===== config.mk =====
export PLATFORM = sky130hd
export DESIGN_NAME = sin_cos
export DESIGN_NICKNAME = d
export VERILOG_FILES = /design/src/rtl/sin_cos.sv
export SDC_FILE = /design/constraint.sdc
export NUM_CORES = 2
export LEC_CHECK = 0
export ABC_AREA = 1
export ABC_CLOCK_PERIOD_IN_PS = 4500
export CAP_MARGIN = 20
export CORE_AREA = 2 2 257 512
export CTS_BUF_LIST = sky130_fd_sc_hd__clkbuf_8
export DETAILED_ROUTE_END_ITERATION = 12
export DIE_AREA = 0 0 259 514
export HOLD_SLACK_MARGIN = 0.06
export PLACE_DENSITY = 0.69
export REMOVE_ABC_BUFFERS = 1
export SLEW_MARGIN = 10
export SYNTH_ARGS = -nofsm -noshare
export SYNTH_HDL_FRONTEND = slang
export SYNTH_SLANG_ARGS = --single-unit
export TNS_END_PERCENT = 1

===== constraint.sdc =====
create_clock -name clk -period 4.5 [get_ports clk]
set_input_delay 1.35 -clock clk [delete_from_list [all_inputs] [get_ports clk]]
set_output_delay 1.35 -clock clk [all_outputs]
set_load 0.05 [all_outputs]

===== src/rtl/sin_cos.sv =====
// Streaming CORDIC (rotation mode): signed phase in, cosine and sine out.
// One sample per clock; fixed latency of Width cycles through fold, iterations, round and output stages.
module sin_cos #(
    parameter int Width = 16
) (
    input  logic                    clk,
    input  logic                    rst,
    input  logic                    phase_valid,
    input  logic signed [Width-1:0] phase,
    output logic                    sin_cos_valid,
    output logic signed [Width-1:0] cos,
    output logic signed [Width-1:0] sin
);

    localparam int ITER = Width - 2;
    localparam int G    = 4;
    localparam int XW   = Width + G + 2;
    localparam int ZW   = Width + G;
    localparam int XF   = Width - 2 + G;
    localparam int ZF   = Width - 3 + G;

    typedef logic [ITER-1:0][ZW-1:0] angle_rom_t;

    // Beyond i=9 the difference between atan(2^-i) and 2^-i is far below any practical LSB.
    function automatic real atan_pow2(input int i);
        case (i)
            0:       return 0.7853981633974483;
            1:       return 0.4636476090008061;
            2:       return 0.24497866312686414;
            3:       return 0.12435499454676144;
            4:       return 0.06241880999595735;
            5:       return 0.031239833430268277;
            6:       return 0.015623728620476831;
            7:       return 0.007812341060101111;
            8:       return 0.0039062301319669718;
            9:       return 0.0019531225164788188;
            default: return 2.0 ** (-i);
        endcase
    endfunction

    function automatic logic signed [ZW-1:0] scale_z(input real v);
        return ZW'($rtoi(v * (2.0 ** ZF) + 0.5));
    endfunction

    function automatic angle_rom_t build_rom();
        angle_rom_t rom;
        for (int i = 0; i < ITER; i++) begin
            rom[i] = scale_z(atan_pow2(i));
        end
        return rom;
    endfunction

    localparam angle_rom_t              ATAN_ROM   = build_rom();
    localparam logic signed [ZW-1:0]    PI_Z       = scale_z(3.141592653589793);
    localparam logic signed [Width-1:0] HALF_PI_PH = Width'($rtoi(1.5707963267948966 * (2.0 ** (Width - 3)) + 0.5));
    localparam logic signed [XW-1:0]    X_INIT     = XW'($rtoi(0.6072529350 * (2.0 ** XF) + 0.5));
    localparam logic signed [XW-1:0]    ROUND_HALF = XW'(2 ** (G - 1));
    localparam logic signed [XW-1:0]    OUT_MAX    = XW'(2 ** (Width - 2));

    // Undo the fold, drop the guard bits with round-half-up, and saturate to +/-1.0.
    function automatic logic signed [Width-1:0] round_clamp(input logic signed [XW-1:0] v,
                                                            input logic neg);
        logic signed [XW-1:0] s;
        logic signed [XW-1:0] r;
        s = neg ? -v : v;
        r = (s + ROUND_HALF) >>> G;
        if (r > OUT_MAX) begin
            r = OUT_MAX;
        end else if (r < -OUT_MAX) begin
            r = -OUT_MAX;
        end
        return r[Width-1:0];
    endfunction

    logic signed [XW-1:0]    x_pipe [ITER+1];
    logic signed [XW-1:0]    y_pipe [ITER+1];
    logic signed [ZW-1:0]    z_pipe [ITER+1];
    logic [ITER:0]           flip_pipe;
    logic [ITER:0]           valid_pipe;
    logic signed [ZW-1:0]    phase_z;
    logic signed [ZW-1:0]    z_fold;
    logic                    fold;
    logic signed [Width-1:0] cos_f;
    logic signed [Width-1:0] sin_f;
    logic                    valid_f;

    assign phase_z = {phase, {G{1'b0}}};

    // Map phase into [-pi/2, +pi/2]; the half-turn is restored by negating both results.
    always_comb begin
        z_fold = phase_z;
        fold   = 1'b0;
        if (phase > HALF_PI_PH) begin
            z_fold = phase_z - PI_Z;
            fold   = 1'b1;
        end else if (phase < -HALF_PI_PH) begin
            z_fold = phase_z + PI_Z;
            fold   = 1'b1;
        end
    end

    // Data path runs every cycle; only the valid bits decide what reaches the outputs.
    always_ff @(posedge clk) begin
        x_pipe[0]    <= X_INIT;
        y_pipe[0]    <= '0;
        z_pipe[0]    <= z_fold;
        flip_pipe    <= {flip_pipe[ITER-1:0], fold};
        for (int i = 0; i < ITER; i++) begin
            if (!z_pipe[i][ZW-1]) begin
                x_pipe[i+1] <= x_pipe[i] - (y_pipe[i] >>> i);
                y_pipe[i+1] <= y_pipe[i] + (x_pipe[i] >>> i);
                z_pipe[i+1] <= z_pipe[i] - $signed(ATAN_ROM[i]);
            end else begin
                x_pipe[i+1] <= x_pipe[i] + (y_pipe[i] >>> i);
                y_pipe[i+1] <= y_pipe[i] - (x_pipe[i] >>> i);
                z_pipe[i+1] <= z_pipe[i] + $signed(ATAN_ROM[i]);
            end
        end
        cos_f <= round_clamp(x_pipe[ITER], flip_pipe[ITER]);
        sin_f <= round_clamp(y_pipe[ITER], flip_pipe[ITER]);
    end

    always_ff @(posedge clk) begin
        if (rst) begin
            valid_pipe    <= '0;
            valid_f       <= 1'b0;
            sin_cos_valid <= 1'b0;
            cos           <= '0;
            sin           <= '0;
        end else begin
            valid_pipe    <= {valid_pipe[ITER-1:0], phase_valid};
            valid_f       <= valid_pipe[ITER];
            sin_cos_valid <= valid_f;
            if (valid_f) begin
                cos <= cos_f;
                sin <= sin_f;
            end
        end
    end

endmodule


==> impl_metrics.csv <==
group,metric,value,unit
run_status,status,"finished clean",
worst_hold_path,min_delay_path_depth,0,
critical_path,critical_path_class,"reg -> reg",
die,fp.dieW,259,um
critical_path,critPathSlowestCell,"nor4_1",
detailed_routing,wl,170300,um
cells_and_area,drive_gt1_share,5.317,%
global_route,overflow,0,
placement,dp_hpwl,141400,um
synth,ys_warn_count,0,
timing,post-route-min-period,4.310,ns
clocking,htreeDepth,4,
die,ios,52,
synth,async_flop_share,0,%
synth,synth_flop_cell,"dfxtp_1",
detailed_routing,via_count,50430,
timing,fin_skew,0.07413,ns
timing,final-max-slew-violation-count,0,
die,rows,187,
die,die_h,514,um
critical_path,slowest_delay,1.00,ns
critical_path,r2r_cells,14,
global_route,grt_util_all_layers,25.42,%
detailed_routing,viasPerCell,5.366,
clocking,cts_buffer_depth,3,
detailed_routing,drt_iter0_markers,1853,
placement,numPortBuffers,51,
critical_path,worst-path-max-fanout,5,
timing,period_share,95.78,%
clocking,cts_tree,"built",
detailed_routing,wl_per_cell,18.12,um
timing,slew_headroom,19.84,%
clocking,postCtsSetupBuffers,0,
global_route,grt_max_degree,50,
timing,worst_slew_pin_slew,1.191,ns
worst_hold_path,hold_path.class,"reg -> reg",
critical_path,cp-start-kind,"register",
timing,final-hold-violation-count,0,
critical_path,end_kind,"register",
critical_path,worstPathCellList,"inv_1 -> ha_1 -> nand4_1 -> nor3_1 -> nor2_1 -> xor2_1 -> inv_1 -> ha_1 -> nand2_1 -> nor4_1 -> a21oi_1 -> o21bai_1 -> a31oi_1 -> xnor2_1",
critical_path,r2r-end,"y_pipe[7][17]$_DFF_P_",
placement,gp_congestion,1.027,
die,die-area,133100,sq um
critical_path,rr_startpoint,"x_pipe[0][138]$_DFF_P_",
synth,synth_edf_count,0,
global_route,grt_pass1_wl,263800,um
detailed_routing,drc_errors,0,
synth,ys_seq_area_share,30.30,%
clocking,cts_hold_buffers,0,
cells_and_area,layout_commonest_cell,"nand2_1",
die,initial_core_util,44.63,%
detailed_routing,first_pass_iters,6,
detailed_routing,ant_nets,0,
clocking,cts.clk_slew.worst_paths,0.06,ns
flow_run,cap_violations,0,
timing,fmax,232.0,MHz
clocking,cts_made_buffers,134,
synth,syn_area,57750,sq um
global_route,antenna_found_initial,2,
timing,rsz0062_at_grt,"false",
global_route,grt_pass1_vias,52490,
critical_path,worstSetupPathDepth,14,
clocking,clk_root_buffer_cell,"clkbuf_8",
critical_path,crit_family,"simple AND/OR/NAND/NOR gates",
cells_and_area,layout_common_cells,"1309 x nand2_1, 873 x dfxtp_1, 816 x a21oi_1",
critical_path,cp_num_buf_inv,2,
synth,synth.distinct_cells,64,
synth,ys_ff_latch,874,
timing,setup_viol,0,
critical_path,required,5.25,ns
die,core-area,129400,sq um
clocking,clkSinkCount,874,
worst_hold_path,hp-start,"flip_pipe[12]$_DFF_P_",
worst_hold_path,holdPathEnd,"flip_pipe[13]$_DFF_P_",
cells_and_area,syn_to_final_growth,10.11,%
synth,syn_inst,7429,
cells_and_area,fin_nets,8353,
critical_path,r2r_setup_slack,0.19,ns
clocking,clk_latency,0.90,ns
timing,finalSetupTns,0,ns
critical_path,arrival,5.06,ns
synth,synth.avg_cell_area,7.773,sq um
## sequential cells by signal, indices dropped and copies added, names as in the netlist
signal / cells
x_pipe: 272
sin_f: 16
y_pipe: 286
sin: 16
flip_pipe: 13
valid_pipe: 15
sin_cos_valid: 1
cos_f: 16
valid_f: 1
z_pipe: 222
cos: 16
## cells in the mapped netlist (all sizes together), types with 8 or more instances
| cell type | number | share of area [%] |
|---|---|---|
| xor2 | 620 | 9.4 |
| xnor2 | 317 | 4.8 |
| nand2 | 1349 | 9.0 |
| nor3 | 115 | 1.0 |
| nor2 | 536 | 3.8 |
| nor3b | 11 | 0.14 |
| a21o | 30 | 0.39 |
| nand4 | 72 | 0.78 |
| o31ai | 56 | 0.73 |
| fa | 39 | 1.4 |
| a21oi | 836 | 7.4 |
| nand3b | 8 | 0.13 |
| dfxtp | 874 | 30 |
| clkbuf | 69 | 0.45 |
| o41ai | 18 | 0.27 |
| o211ai | 24 | 0.31 |
| or2 | 14 | 0.15 |
| a21boi | 39 | 0.51 |
| inv | 752 | 4.9 |
| o21ai | 460 | 4.0 |
| nand3 | 291 | 2.6 |
| ha | 710 | 15 |
| nor4 | 19 | 0.21 |
| a31oi | 50 | 0.54 |
| o21a | 14 | 0.18 |
| buf | 19 | 0.23 |
| o21bai | 36 | 0.47 |
## through the flow
step / cell area (sq um) / utilization, % / cells / hold WS (ns) / worst slack [ns]
after floorplan: 57360 / - / 7341 / 0.3096 / 0.5773
after global placement: 60420 / 46.70 / 9150 / 0.3117 / 0.05655
after detailed placement: 60420 / 46.70 / 9150 / 0.3121 / 0.05759
after CTS: 63570 / 49.13 / 9394 / 0.2931 / 0.02633
after global routing: 63590 / 49.14 / 9396 / 0.2945 / 0.07124
final: 63590 / 49.15 / 9397 / 0.2865 / 0.1901
## kinds of logic (layout without fill, tap and decap cells)
kind of cell    after synthesis  in the layout  share of synthesized area (%)
simple gates               2430           2430                          17.92
fa+ha+maj                   749            749                          16.73
flops                       874            874                          30.30
xor+xnor                    937            937                          14.22
buf+inv                     844           1108                          5.599
compound gates             1595           1595                          15.23
other cells                   0              3                              0
## layout make-up
type	instances	area (sq um)
Inverter	756	2839
Fill cell	12660	65800
Antenna cell	3	7.507
Clock inverter	79	884.6
Sequential cell	874	17500
Clock buffer	165	2271
Tap cell	1701	2128
Timing Repair Buffer	108	933.4
Multi-Input combinational cell	5711	37030
## routing by layer
layer | vias up | global-route usage, % | wire [um]
li1 | 25220 | - | -
met1 | 23230 | 16.85 | 46480
met2 | 1184 | 53.19 | 97340
met3 | 796 | 3.686 | 4879
met4 | 0 | 27.99 | 21600
met5 | - | 0 | 0
## worst max path at each step
stage	endpoint	start	slack, ns
global route	x_pipe[0][131]$_DFF_P_	y_pipe[4][4]$_DFF_P_	0.07
CTS	x_pipe[0][131]$_DFF_P_	y_pipe[4][4]$_DFF_P_	0.03
detailed placement	x_pipe[0][131]$_DFF_P_	y_pipe[4][4]$_DFF_P_	0.06
floorplan	y_pipe[3][18]$_DFF_P_	z_pipe[1][19]$_DFF_P_	0.58
finish	y_pipe[7][17]$_DFF_P_	x_pipe[0][138]$_DFF_P_	0.19
global placement	x_pipe[0][131]$_DFF_P_	y_pipe[4][4]$_DFF_P_	0.06
## timing repair
action	4_1_cts	5_1_grt
hold endpoints to repair	0	0
gates resized for setup	0	3
endpoints found under the setup margin	0	3
Power is not shown: default switching activity piles up to over one toggle a cycle in this logic, so the estimate is an artifact.
